$ cat config.mk
export PLATFORM = sky130hd
export DESIGN_NAME = opb_simulink2bus_master
export DESIGN_NICKNAME = d
export VERILOG_FILES = /design/src/rtl/opb_master_pkg.sv /design/src/rtl/opb_master_wdog.sv /design/src/rtl/opb_simulink2bus_master.sv
export SDC_FILE = /design/constraint.sdc
export NUM_CORES = 1
export LEC_CHECK = 0
export CELL_PAD_IN_SITES_DETAIL_PLACEMENT = 1
export CELL_PAD_IN_SITES_GLOBAL_PLACEMENT = 1
export CORE_MARGIN = 2
export CORE_UTILIZATION = 30
export CTS_CLUSTER_SIZE = 20
export DETAILED_ROUTE_END_ITERATION = 12
export GPL_TIMING_DRIVEN = 0
export PLACE_DENSITY_LB_ADDON = 0.1
export SLEW_MARGIN = 10
export SYNTH_ARGS = -nofsm -noshare
export SYNTH_HDL_FRONTEND = slang
export SYNTH_SLANG_ARGS = --single-unit
$ cat constraint.sdc
create_clock -name OPB_Clk -period 4.15 [get_ports OPB_Clk]
set_input_delay 0.415 -clock OPB_Clk [delete_from_list [all_inputs] [get_ports OPB_Clk]]
set_output_delay 0.415 -clock OPB_Clk [all_outputs]
set_load 0.02 [all_outputs]
$ cat src/rtl/opb_master_pkg.sv
// Shared types and helpers for the Simulink-to-OPB bus master.
// Maps fabric [31:0] vectors to and from OPB [0:31] vectors.
package opb_master_pkg;

  typedef enum logic [1:0] {
    S_IDLE,
    S_REQ,
    S_XFER,
    S_RESP
  } state_t;

  localparam logic [1:0] ST_OK         = 2'd0;
  localparam logic [1:0] ST_ERR        = 2'd1;
  localparam logic [1:0] ST_TIMEOUT    = 2'd2;
  localparam logic [1:0] ST_RETRY_FAIL = 2'd3;

  // Fabric bit 31 lands on bus bit 0, so the MSB stays the MSB.
  function automatic logic [0:31] to_bus32(input logic [31:0] v);
    logic [0:31] r;
    for (int i = 0; i < 32; i++) r[i] = v[31-i];
    return r;
  endfunction

  function automatic logic [31:0] from_bus32(input logic [0:31] v);
    logic [31:0] r;
    for (int i = 0; i < 32; i++) r[i] = v[31-i];
    return r;
  endfunction

  function automatic logic [0:3] to_bus4(input logic [3:0] v);
    logic [0:3] r;
    for (int i = 0; i < 4; i++) r[i] = v[3-i];
    return r;
  endfunction

endpackage

$ cat src/rtl/opb_master_wdog.sv
// Loadable down-counter; expired flags the last cycle of the loaded window.
module opb_master_wdog #(
  parameter int WIDTH = 16
) (
  input  logic             clk,
  input  logic             rst,
  input  logic             load,
  input  logic [WIDTH-1:0] load_value,
  input  logic             en,
  output logic             expired
);

  logic [WIDTH-1:0] count;

  always_ff @(posedge clk or posedge rst) begin
    if (rst) begin
      count <= '0;
    end else if (load) begin
      count <= load_value;
    end else if (en && count != '0) begin
      count <= count - 1'b1;
    end
  end

  assign expired = (count == WIDTH'(1));

endmodule

$ cat src/rtl/opb_simulink2bus_master.sv
// OPB master: accepts one fabric command at a time and runs it as a single
// OPB beat with arbitration, retry, error and timeout handling.
module opb_simulink2bus_master
  import opb_master_pkg::*;
#(
  parameter int C_OPB_AWIDTH  = 32,
  parameter int C_OPB_DWIDTH  = 32,
  parameter int C_MAX_RETRY   = 4,
  parameter int C_WDOG_CYCLES = 255,
  parameter     C_FAMILY      = "virtex5"
) (
  input  logic                    OPB_Clk,
  input  logic                    OPB_Rst,
  output logic                    M_request,
  output logic                    M_busLock,
  output logic                    M_select,
  output logic                    M_RNW,
  output logic [0:C_OPB_AWIDTH-1] M_ABus,
  output logic [0:3]              M_BE,
  output logic [0:C_OPB_DWIDTH-1] M_DBus,
  output logic                    M_seqAddr,
  input  logic                    OPB_MGrant,
  input  logic                    OPB_xferAck,
  input  logic                    OPB_errAck,
  input  logic                    OPB_retry,
  input  logic                    OPB_timeout,
  input  logic [0:C_OPB_DWIDTH-1] OPB_DBus,
  input  logic                    cmd_valid,
  output logic                    cmd_ready,
  input  logic                    cmd_rnw,
  input  logic [31:0]             cmd_addr,
  input  logic [3:0]              cmd_be,
  input  logic [31:0]             cmd_wdata,
  output logic                    rsp_valid,
  output logic [31:0]             rsp_rdata,
  output logic [1:0]              rsp_status
);

  localparam logic [3:0]  MAX_RETRY = 4'(C_MAX_RETRY);
  localparam logic [15:0] WDOG_LOAD = 16'(C_WDOG_CYCLES);

  // The family string is informational; no logic depends on it.
  if (C_FAMILY == "none") begin : g_family_none
  end

  state_t      state, next_state;
  logic        armed;
  logic        rnw_q;
  logic [31:0] addr_q, wdata_q;
  logic [3:0]  be_q;
  logic [3:0]  retry_cnt;
  logic        end_cmd, retry_again, wdog_expired;
  logic [1:0]  end_status;

  always_ff @(posedge OPB_Clk or posedge OPB_Rst) begin
    if (OPB_Rst) state <= S_IDLE;
    else         state <= next_state;
  end

  always_comb begin
    next_state  = state;
    end_cmd     = 1'b0;
    end_status  = ST_OK;
    retry_again = 1'b0;
    unique case (state)
      S_IDLE: if (cmd_valid && cmd_ready) next_state = S_REQ;
      S_REQ:  if (OPB_MGrant) next_state = S_XFER;
      S_XFER: begin
        if (OPB_errAck) begin
          end_cmd    = 1'b1;
          end_status = ST_ERR;
        end else if (OPB_xferAck) begin
          end_cmd    = 1'b1;
          end_status = ST_OK;
        end else if (OPB_retry) begin
          if (retry_cnt + 4'd1 < MAX_RETRY) begin
            retry_again = 1'b1;
          end else begin
            end_cmd    = 1'b1;
            end_status = ST_RETRY_FAIL;
          end
        end else if (OPB_timeout || wdog_expired) begin
          end_cmd    = 1'b1;
          end_status = ST_TIMEOUT;
        end
        if (end_cmd)          next_state = S_RESP;
        else if (retry_again) next_state = S_REQ;
      end
      S_RESP:  next_state = S_IDLE;
      default: next_state = S_IDLE;
    endcase
  end

  // Command latch, retry bookkeeping and the registered response fields.
  always_ff @(posedge OPB_Clk or posedge OPB_Rst) begin
    if (OPB_Rst) begin
      armed      <= 1'b0;
      rnw_q      <= 1'b0;
      addr_q     <= '0;
      be_q       <= '0;
      wdata_q    <= '0;
      retry_cnt  <= '0;
      rsp_rdata  <= '0;
      rsp_status <= ST_OK;
    end else begin
      armed <= 1'b1;
      if (state == S_IDLE && cmd_valid && cmd_ready) begin
        rnw_q     <= cmd_rnw;
        addr_q    <= cmd_addr;
        be_q      <= cmd_be;
        wdata_q   <= cmd_wdata;
        retry_cnt <= '0;
      end
      if (retry_again) retry_cnt <= retry_cnt + 4'd1;
      if (end_cmd) begin
        rsp_status <= end_status;
        rsp_rdata  <= (end_status == ST_OK && rnw_q) ? from_bus32(OPB_DBus) : 32'd0;
      end
    end
  end

  opb_master_wdog #(.WIDTH(16)) u_wdog (
    .clk        (OPB_Clk),
    .rst        (OPB_Rst),
    .load       (state == S_REQ && OPB_MGrant),
    .load_value (WDOG_LOAD),
    .en         (state == S_XFER),
    .expired    (wdog_expired)
  );

  // Bus outputs decode straight from the state so reset clears them at once.
  assign cmd_ready = (state == S_IDLE) && armed;
  assign rsp_valid = (state == S_RESP);
  assign M_request = (state == S_REQ);
  assign M_select  = (state == S_XFER);
  assign M_busLock = 1'b0;
  assign M_seqAddr = 1'b0;
  assign M_RNW     = M_select && rnw_q;
  assign M_ABus    = M_select ? to_bus32(addr_q) : '0;
  assign M_BE      = M_select ? to_bus4(be_q) : '0;
  assign M_DBus    = (M_select && !rnw_q) ? to_bus32(wdata_q) : '0;

endmodule

## After elaboration in Yosys (flattened, before gate mapping)

Index checks and enable logic that the tools add are counted.

- Add/subtract/negate cells: 2
- Muxes and demuxes: 32
- Shift-type cells: 0
- Div/mod/pow operators: 0
- $mul: 0
- Bitwise gates (word level): 0
- Magnitude comparators: 1
- Reduce and logical (&&, ||, !) cells: 17
- Eq/ne operators: 7

Operators by type and width:

| operator | count |
|---|---|
| 2-to-1 mux 32 bit | 3 |
| 2-to-1 mux 16 bit | 2 |
| 2-to-1 mux 2 bit | 10 |
| equality test 16 x 1 -> 1 bit, second input constant | 1 |
| nonzero test 16 bit | 1 |
| subtractor 16 x 1 -> 16 bit, second input constant | 1 |
| 2-to-1 mux 1 bit | 13 |
| 2-to-1 mux 4 bit | 3 |
| logical AND 1 bit | 9 |
| one-hot mux 2 bit (4 select lines) | 1 |
| adder 4 x 1 -> 4 bit, second input constant | 1 |
| equality test 2 bit, second input constant | 2 |
| zero test 2 bit | 2 |
| < comparator 4 x 3 -> 1 bit, second input constant | 1 |
| nonzero test 2 bit | 2 |
| inequality test 3 x 1 -> 1 bit, second input constant | 1 |
| AND reduction 3 bit | 1 |
| equality test 2 x 1 -> 1 bit, second input constant | 1 |
| inequality test 2 x 1 -> 1 bit, second input constant | 1 |
| inequality test 2 bit, second input constant | 1 |
| zero test 1 bit | 1 |
| logical OR 1 bit | 1 |

- Memory bits (read-only): 0
- Latch bits: 0
- Memories kept: 0
- Word-level logic and storage cells: 69
- Register bits after elaboration: 126
- Bits in writable memories: 0

## Longest topological paths before layout

Gate-level depths: netlist (run 1).

- Depth in word-level cells: 10
- Depth in mapped cells: 8

## By module

A second synthesis (run 1) with hierarchy kept.

- Cell total of the unflattened synthesis: 689
- Area, all modules: 6376.1 sq um

By module, submodules not included:

| module | area an instance (sq um) | times used | cells an instance | seq. area each (sq um) |
|---|---|---|---|---|
| opb_simulink2bus_master | 5303.8 | 1 | 567 | 2752.6 |
| opb_master_wdog | 1072.3 | 1 | 122 | 400.4 |

## Worst setup path before layout (run 1)

Ideal clock, no wire load.

- Kind: register to output
- Start point: reg state[0]
- End point: out M_ABus[1] (netlist name)
- Data required time: 3.735 ns
- Setup slack: 2.265 ns
- Arrival time: 1.470 ns
- Buffers on the path: 2
- Cell stages (with the launch flop): 6
- Cell sequence: dfrtp_1 nand2b_1 buf_2 clkinv_1 clkbuf_1 and2_1

- Word-level cells in the longest chain between the ends: 2

Ends and longest elaborated chain:

| what | line | source |
|---|---|---|
| from (decl) | opb_simulink2bus_master.sv:46 | `state_t state, next_state;` |
| from (signal assigned) | opb_simulink2bus_master.sv:57 | `else state <= next_state;` |
| equality test 2 bit | opb_simulink2bus_master.sv:135 | `assign M_select = (state == S_XFER);` |
| via M_select | opb_simulink2bus_master.sv:16 | `output logic M_select,` |
| 2-to-1 mux 32 bit | opb_simulink2bus_master.sv:139 | `assign M_ABus = M_select ? to_bus32(addr_q) : '0;` |
| to (decl) | opb_simulink2bus_master.sv:18 | `output logic [0:C_OPB_AWIDTH-1] M_ABus,` |

The timed path passes the listed nets, and every way through them passes these cells.

## Final worst setup path (run 1)

- Start point: reg state[0]
- End point: out M_DBus[1] (netlist name)

- Word-level cells in the longest chain between the ends: 3

Ends and longest elaborated chain:

| what | line | source |
|---|---|---|
| equality test 2 bit | opb_simulink2bus_master.sv:135 |  |
| logical AND 1 bit | opb_simulink2bus_master.sv:141 | `assign M_DBus = (M_select && !rnw_q) ? to_bus32(wdata_q) : '0;` |
| 2-to-1 mux 32 bit | opb_simulink2bus_master.sv:141 |  |
| to (decl) | opb_simulink2bus_master.sv:20 | `output logic [0:C_OPB_DWIDTH-1] M_DBus,` |

Every way passes these cells.

==> out/results.txt, run 1 <==
Seq/Total Area, Yosys = 51.6%
Internal cell power = 3500 uW
Synthesis-to-layout area growth = 50.6%
Via count = 5,650
Leading cell types in the layout, fill and taps excluded = nand2_1 (251), clkdlybuf4s50_1 (215), dfrtp_1 (126), and2_1 (73), inv_1 (39)
Filler instances = 2,319
Mapped Cells = 706
Cts hold-fix bufs = 0
Share of cells above drive strength 1 = 5.55%
Ys async rst share = 100%
Wire length per cell = 16.2 um
Gpl congestion = 0.760
Post-synth EDFFs = 0
Tot Pwr = 5580 uW
Syn_area_per_cell = 8.65 um^2
Nets = 1,055
Placed insts = 1,193
H-tree levels = 4
CTS tree = yes
Post-route DRC = 0
First-pass GRT wire length = 32,000 um
Comb power frac = 38.2%
Worst slew pin tran = 0.677 ns
Initial antenna violation count = 0
Arrival time at the worst endpoint = 2.79 ns
CTS max path bufs = 2
Endpoints failing setup = 0
Clock Power Share = 26.1%
Core ar. = 20,100 um^2
CP required = 3.73 ns
Final period util = 77.1%
Ant diodes = 0
Main flop type after synthesis = dfrtp_1
Die height = 147 um
Sw power = 2070 uW
PortBufs = 215
Clock Skew = 0.0144 ns
Rel. slew slack = 54.5%
Final hold vios = 0
Path category of the worst min-delay check = input port to async pin
Tmin final = 3.20 ns
Vias in the first global route = 5,947
Detail Placement HPWL = 14,100 um
CTS Root Cell = clkbuf_16
Leading area contributor after synthesis = dfrtp_1
Die width = 147 um
Post-placement setup slack = 1.31 ns
Synth top area cells = dfrtp_1 (52%), nand2_1 (15%), and2_1 (7.5%), o211ai_1 (4.1%), nand4_1 (3.9%)
Area used by multi-input combinational logic = 2580 um^2
Critical Path Sink Type = output pin
Seq cells post-synth = 126
Starting Density = 30.4%
IO Pins = 218
Max VDD drop = 302 uV
Gr ovfl total = 0
Antenna-violating nets left = 0
Worst Setup Path Type = register to output pin
Post-cts sizing count = 0
Sequential power share = 35.7%
Max Cap Viol = 0
Routed WL = 19,900 um
Clock Sinks = 126
Largest net degree at the start of global routing = 65
Final std cells w/o fill = 1,225
Worst Slack Setup Final = 0.949 ns
RSZ-0062 raised after global routing = no
Worst-path maximum fanout = 10
Gr usage total = 18.8%
Number of vias per cell = 4.61
Share of the synthesized area in the top cell type = 51.6%
Leakage power = 0.00405 uW
Status = finished clean
PwrDens = 606 nW/um^2
Row Count = 52
Total setup buffers inserted after CTS = 0
Netlist cell types = 43
TritonCTS Buffers = 17
Fmax = 312 MHz
Register area = 3150 um^2
Worst skew pair latency = 0.43 ns
Clock Pin Slew Worst Setup and Hold Paths = 0.06 ns
Switching Fraction = 37.2%
Initial DRC count = 196
DRT Pass-1 Iters = 4
Most common cell after layout, fill and taps aside = nand2_1
Fin. max-slew vios = 0
CP startpoint kind = register
Mapped Area = 6110 um^2
Synth warn = 0
Die ar. = 21,500 um^2
[power groups by stage]
stage	clock network, uW	registers, uW	logic [uW]
after global routing	1550	2070	2350
after detailed placement	0	2010	2160
after CTS	1490	1990	2180
after global placement	0	1990	2120
after floorplan	0	2070	1090
final	1460	1990	2130
[cells in the mapped netlist, types with 3 or more instances]
library cell  instances
a21oi_1               5
and2_1               73
and3_1                3
buf_2                 8
buf_4                 3
buf_6                 4
clkbuf_1             31
dfrtp_1             126
ha_1                  4
inv_1                40
mux2i_1               8
nand2_1             251
nand2b_1              6
nand3_1               8
nand4_1              38
nor2_1                8
nor3_1                3
nor3b_1               5
nor4_1                6
o211ai_1             33
o21ai_0               8
or3_1                 4
or4_1                 4
[critical path, cell delays in order (launching register included)]
cell and delay (ns):
dfrtp_1 0.44, nand2b_1 0.16, buf_2 0.20, nor2_1 0.37, clkbuf_1 0.37, and2_1 0.19
clkdlybuf4s50_1 0.64
[metal layers]
| metal | part of all wire [%] | vias up | global-route usage (%) |
|---|---|---|---|
| li1 | - | 2785 | - |
| met4 | 1.0 | 0 | 5.10 |
| met5 | 0 | - | 0 |
| met1 | 42 | 2711 | 22.3 |
| met2 | 49 | 136 | 31.9 |
| met3 | 8.2 | 18 | 7.64 |
[flip-flops by register name (all words and copies together), names as in the netlist]
| register | count |
|---|---|
| retry_cnt | 4 |
| state | 2 |
| u_wdog.count | 16 |
| armed | 1 |
| addr_q | 32 |
| rnw_q | 1 |
| rsp_status | 2 |
| be_q | 4 |
| rsp_rdata | 32 |
| wdata_q | 32 |
[path summary, 6_finish.rpt]
path | from | to | slack (ns) | depth (start not counted)
worst min register to register | wdata_q[11] | wdata_q[11] | 0.46 | 2
worst min-delay path | OPB_Rst | addr_q[6] | 0.46 | 2
worst max register to register | u_wdog.count[11] | rsp_rdata[24] | 2.04 | 5
max in group asynchronous | OPB_Rst | rsp_rdata[24] | 2.95 | 3
worst max-delay path | state[0] | M_DBus[1] | 0.95 | 6
min in group OPB_Clk | wdata_q[11] | wdata_q[11] | 0.46 | 2
[final cells by class]
class,count,area share [%]
clock inverter,14,1.47
sequential,126,34.3
multi-input combinational,494,28.1
timing repair buffer,216,23.7
clock buffer,18,4.67
tap,270,3.67
inverter,41,1.73
buffer,46,2.43
[cells by family after synthesis]
logic type | count (synthesis) | share of synthesized area, %
AND/OR/NAND/NOR | 420 | 32.9
AO/OA/AOI/OAI | 59 | 7.09
flip-flops | 126 | 51.6
adder cells (fa/ha/maj) | 4 | 0.819
multiplexers | 8 | 1.31
buffers and inverters | 87 | 6.19
other | 2 | 0.123
[stage by stage]
stage,TNS (ns),utilization [%],hold slack (ns),instance area [um^2]
2_1_floorplan,0,-,0.437,6110
3_3_place_gp,-247.64,42.8,0.449,8600
3_5_place_dp,0,42.9,0.455,8630
4_1_cts,0,45.8,0.470,9200
5_1_grt,0,45.8,0.488,9200
6_report,0,45.8,0.456,9200
Power figures use the tool's default switching activity.
==> run 2, diff against run 1 <==
- clock period: 4.15 -> 2.8 ns (I/O delays scaled with it)
==> run 2 against run 1 <==
Net effect:
- routed wire length fell by 0.64%
- die area unchanged
- clock-buffer cell count unchanged
- critical endpoint is now M_ABus[28]
- clock power up 63%
- largest power group unchanged
- clock skew is 0.0043 ns lower
- via count increased by 1.1%
- largest cell class unchanged
- cell count grew 0.33%
- global-route usage is 0.064 points higher
==> out/results.txt, run 2 (synthesis results as in run 1) <==
Status = finished clean
Routed WL = 19,800 um (-0.64%)
Path category of the worst min-delay check = input port to async pin
Leakage power = 0.00449 uW (+11%)
FF-to-FF setup slack = 0.65 ns (-1.39 ns)
Tmin final = 2.65 ns
Most common cell after layout, fill and taps aside = nand2_1
Worst Slack Setup Final = 0.155 ns (-0.794 ns)
PwrDens = 903 nW/um^2 (+49%)
Gr usage total = 18.9% (+0.064 points)
CTS Root Cell = clkbuf_16
Sw power = 3020 uW (+46%)
Tot Pwr = 8510 uW (+53%)
Worst-path maximum fanout = 10 (unchanged)
Initial DRC count = 225 (+15%)
Detail Placement HPWL = 14,300 um (+1.4%)
Endpoints failing setup = 0 (unchanged)
Antenna-violating nets left = 0 (unchanged)
Via count = 5,711 (+1.1%)
Post-placement setup slack = 0.188 ns (-1.12 ns)
DRT Pass-1 Iters = 4 (unchanged)
Arrival time at the worst endpoint = 2.37 ns (-0.42 ns)
Internal cell power = 5490 uW (+57%)
TritonCTS Buffers = 17 (unchanged)
RSZ-0062 raised after global routing = no
CTS max path bufs = 2 (unchanged)
Max Cap Viol = 0 (unchanged)
Post-route DRC = 0 (unchanged)
Final std cells w/o fill = 1,229 (+0.33%)
Clock Power Share = 28.0% (+1.9 points)
Number of vias per cell = 4.65 (+0.75%)
Worst Setup Path Type = register to output pin
Worst R2R Path Depth = 5 (unchanged)
Die ar. = 21,500 um^2 (unchanged)
Worst slew pin tran = 0.709 ns (+0.0315 ns)
Final hold vios = 0 (unchanged)
Fin. max-slew vios = 0 (unchanged)
Largest net degree at the start of global routing = 31 (-52%)
CP startpoint kind = register
Switching Fraction = 35.5% (-1.7 points)
First-pass GRT wire length = 32,400 um (+1.4%)
Met3 GRT Util = 8.14% (+0.50 points)
Register area = 3150 um^2 (unchanged)
Top Usage Layer GRT = met2
Clock Skew = 0.0101 ns (-0.00428 ns)
RR Startpoint = u_wdog.count[11]
Gr ovfl total = 0 (unchanged)
Share of cells above drive strength 1 = 6.89% (+1.3 points)
GRT met2 Usage = 31.2% (-0.63 points)
CP required = 2.52 ns (-1.21 ns)
M1 GR Usage = 23.1% (+0.80 points)
RR Endpoint = rsp_status[0]
Rel. slew slack = 52.4% (-2.1 points)
Core ar. = 20,100 um^2 (unchanged)
Vias in the first global route = 6,055 (+1.8%)
H-tree levels = 4 (unchanged)
Fmax = 378 MHz
Comb power frac = 37.3% (-0.9 points)
Initial antenna violation count = 1 (+1)
Worst skew pair latency = 0.42 ns (about the same)
Area used by multi-input combinational logic = 2590 um^2 (+0.29%)
Post-cts sizing count = 9 (+9)
Critical Path Sink Type = output pin
CTS tree = yes
Sequential power share = 34.7% (-1.0 points)
Clock Sinks = 126 (unchanged)
Gpl congestion = 0.745 (-1.9%)
Nets = 1,059 (+0.38%)
Cts hold-fix bufs = 0 (unchanged)
Starting Density = 30.4% (unchanged)
Synthesis-to-layout area growth = 54.4%
Die width = 147 um (unchanged)
Total setup buffers inserted after CTS = 0 (unchanged)
IO Pins = 218 (unchanged)
Placed insts = 1,197 (+0.34%)
Regs by FF count = addr_q x32, rsp_rdata x32, wdata_q x32
Die height = 147 um (unchanged)
Leading cell types in the layout, fill and taps excluded = nand2_1 (251), clkdlybuf4s50_1 (196), dfrtp_1 (126), and2_1 (73), inv_1 (39)
Clock Pin Slew Worst Setup and Hold Paths = 0.06 ns (about the same)
Row Count = 52 (unchanged)
PortBufs = 215 (unchanged)
Wire length per cell = 16.1 um (-0.97%)
Max VDD drop = 434 uV (+43%)
Filler instances = 2,318 (-0.043%)
Final period util = 94.5%
-- run 2: critical path, cell delays in order, from the launching register on --
cell and delay, ns:
dfrtp_1 0.42, nand2b_1 0.16, buf_2 0.22, inv_4 0.14, buf_2 0.23, and2_1 0.15, clkdlybuf4s50_1 0.63
-- run 2: how the worst max path moves through the flow --
stage / to / startpoint / slack [ns]
finish: M_ABus[28] / state[0] / 0.15
global route: M_DBus[12] / state[0] / 0.007
CTS: M_ABus[14] / state[0] / -0.006
detailed placement: M_DBus[4] / state[0] / 0.19
global placement: wdata_q[2] / OPB_Rst / -0.49
floorplan: wdata_q[10] / state[0] / 0.92
-- run 2: through the flow --
stage	util (%)	cell area [um^2]	hold slack, ns	setup TNS (ns)
floorplan	-	6120	0.385	0
global placement	42.8	8610	0.449	-60.68
finish	46.9	9430	0.239	0
CTS	46.6	9370	0.237	-0.00914
detailed placement	43.4	8730	0.454	0
global route	46.9	9430	0.255	0
-- run 2: layer usage --
layer | wire length, um | vias up
li1 | - | 2795
met1 | 8320 | 2758
met2 | 9470 | 145
met3 | 1740 | 13
met4 | 226 | 0
met5 | 0 | -
-- run 2: area by class of cell --
cell class                      count  share of cell area (%)
Clock inverter                     13                    2.02
Tap cell                          270                    3.58
Clock buffer                       18                    4.66
Timing Repair Buffer              220                    24.6
Buffer                             46                    2.55
Multi-Input combinational cell    494                    27.4
Antenna cell                        1                  0.0265
Inverter                           41                    1.70
Sequential cell                   126                    33.4
-- run 2: power groups by stage --
stage                     clock network (uW)  registers [uW]  logic (uW)
after floorplan                            0            3060        1620
after global placement                     0            2960        3140
after detailed placement                   0            2980        3220
after CTS                               2440            2960        3260
after global routing                    2520            3070        3520
final                                   2380            2950        3180
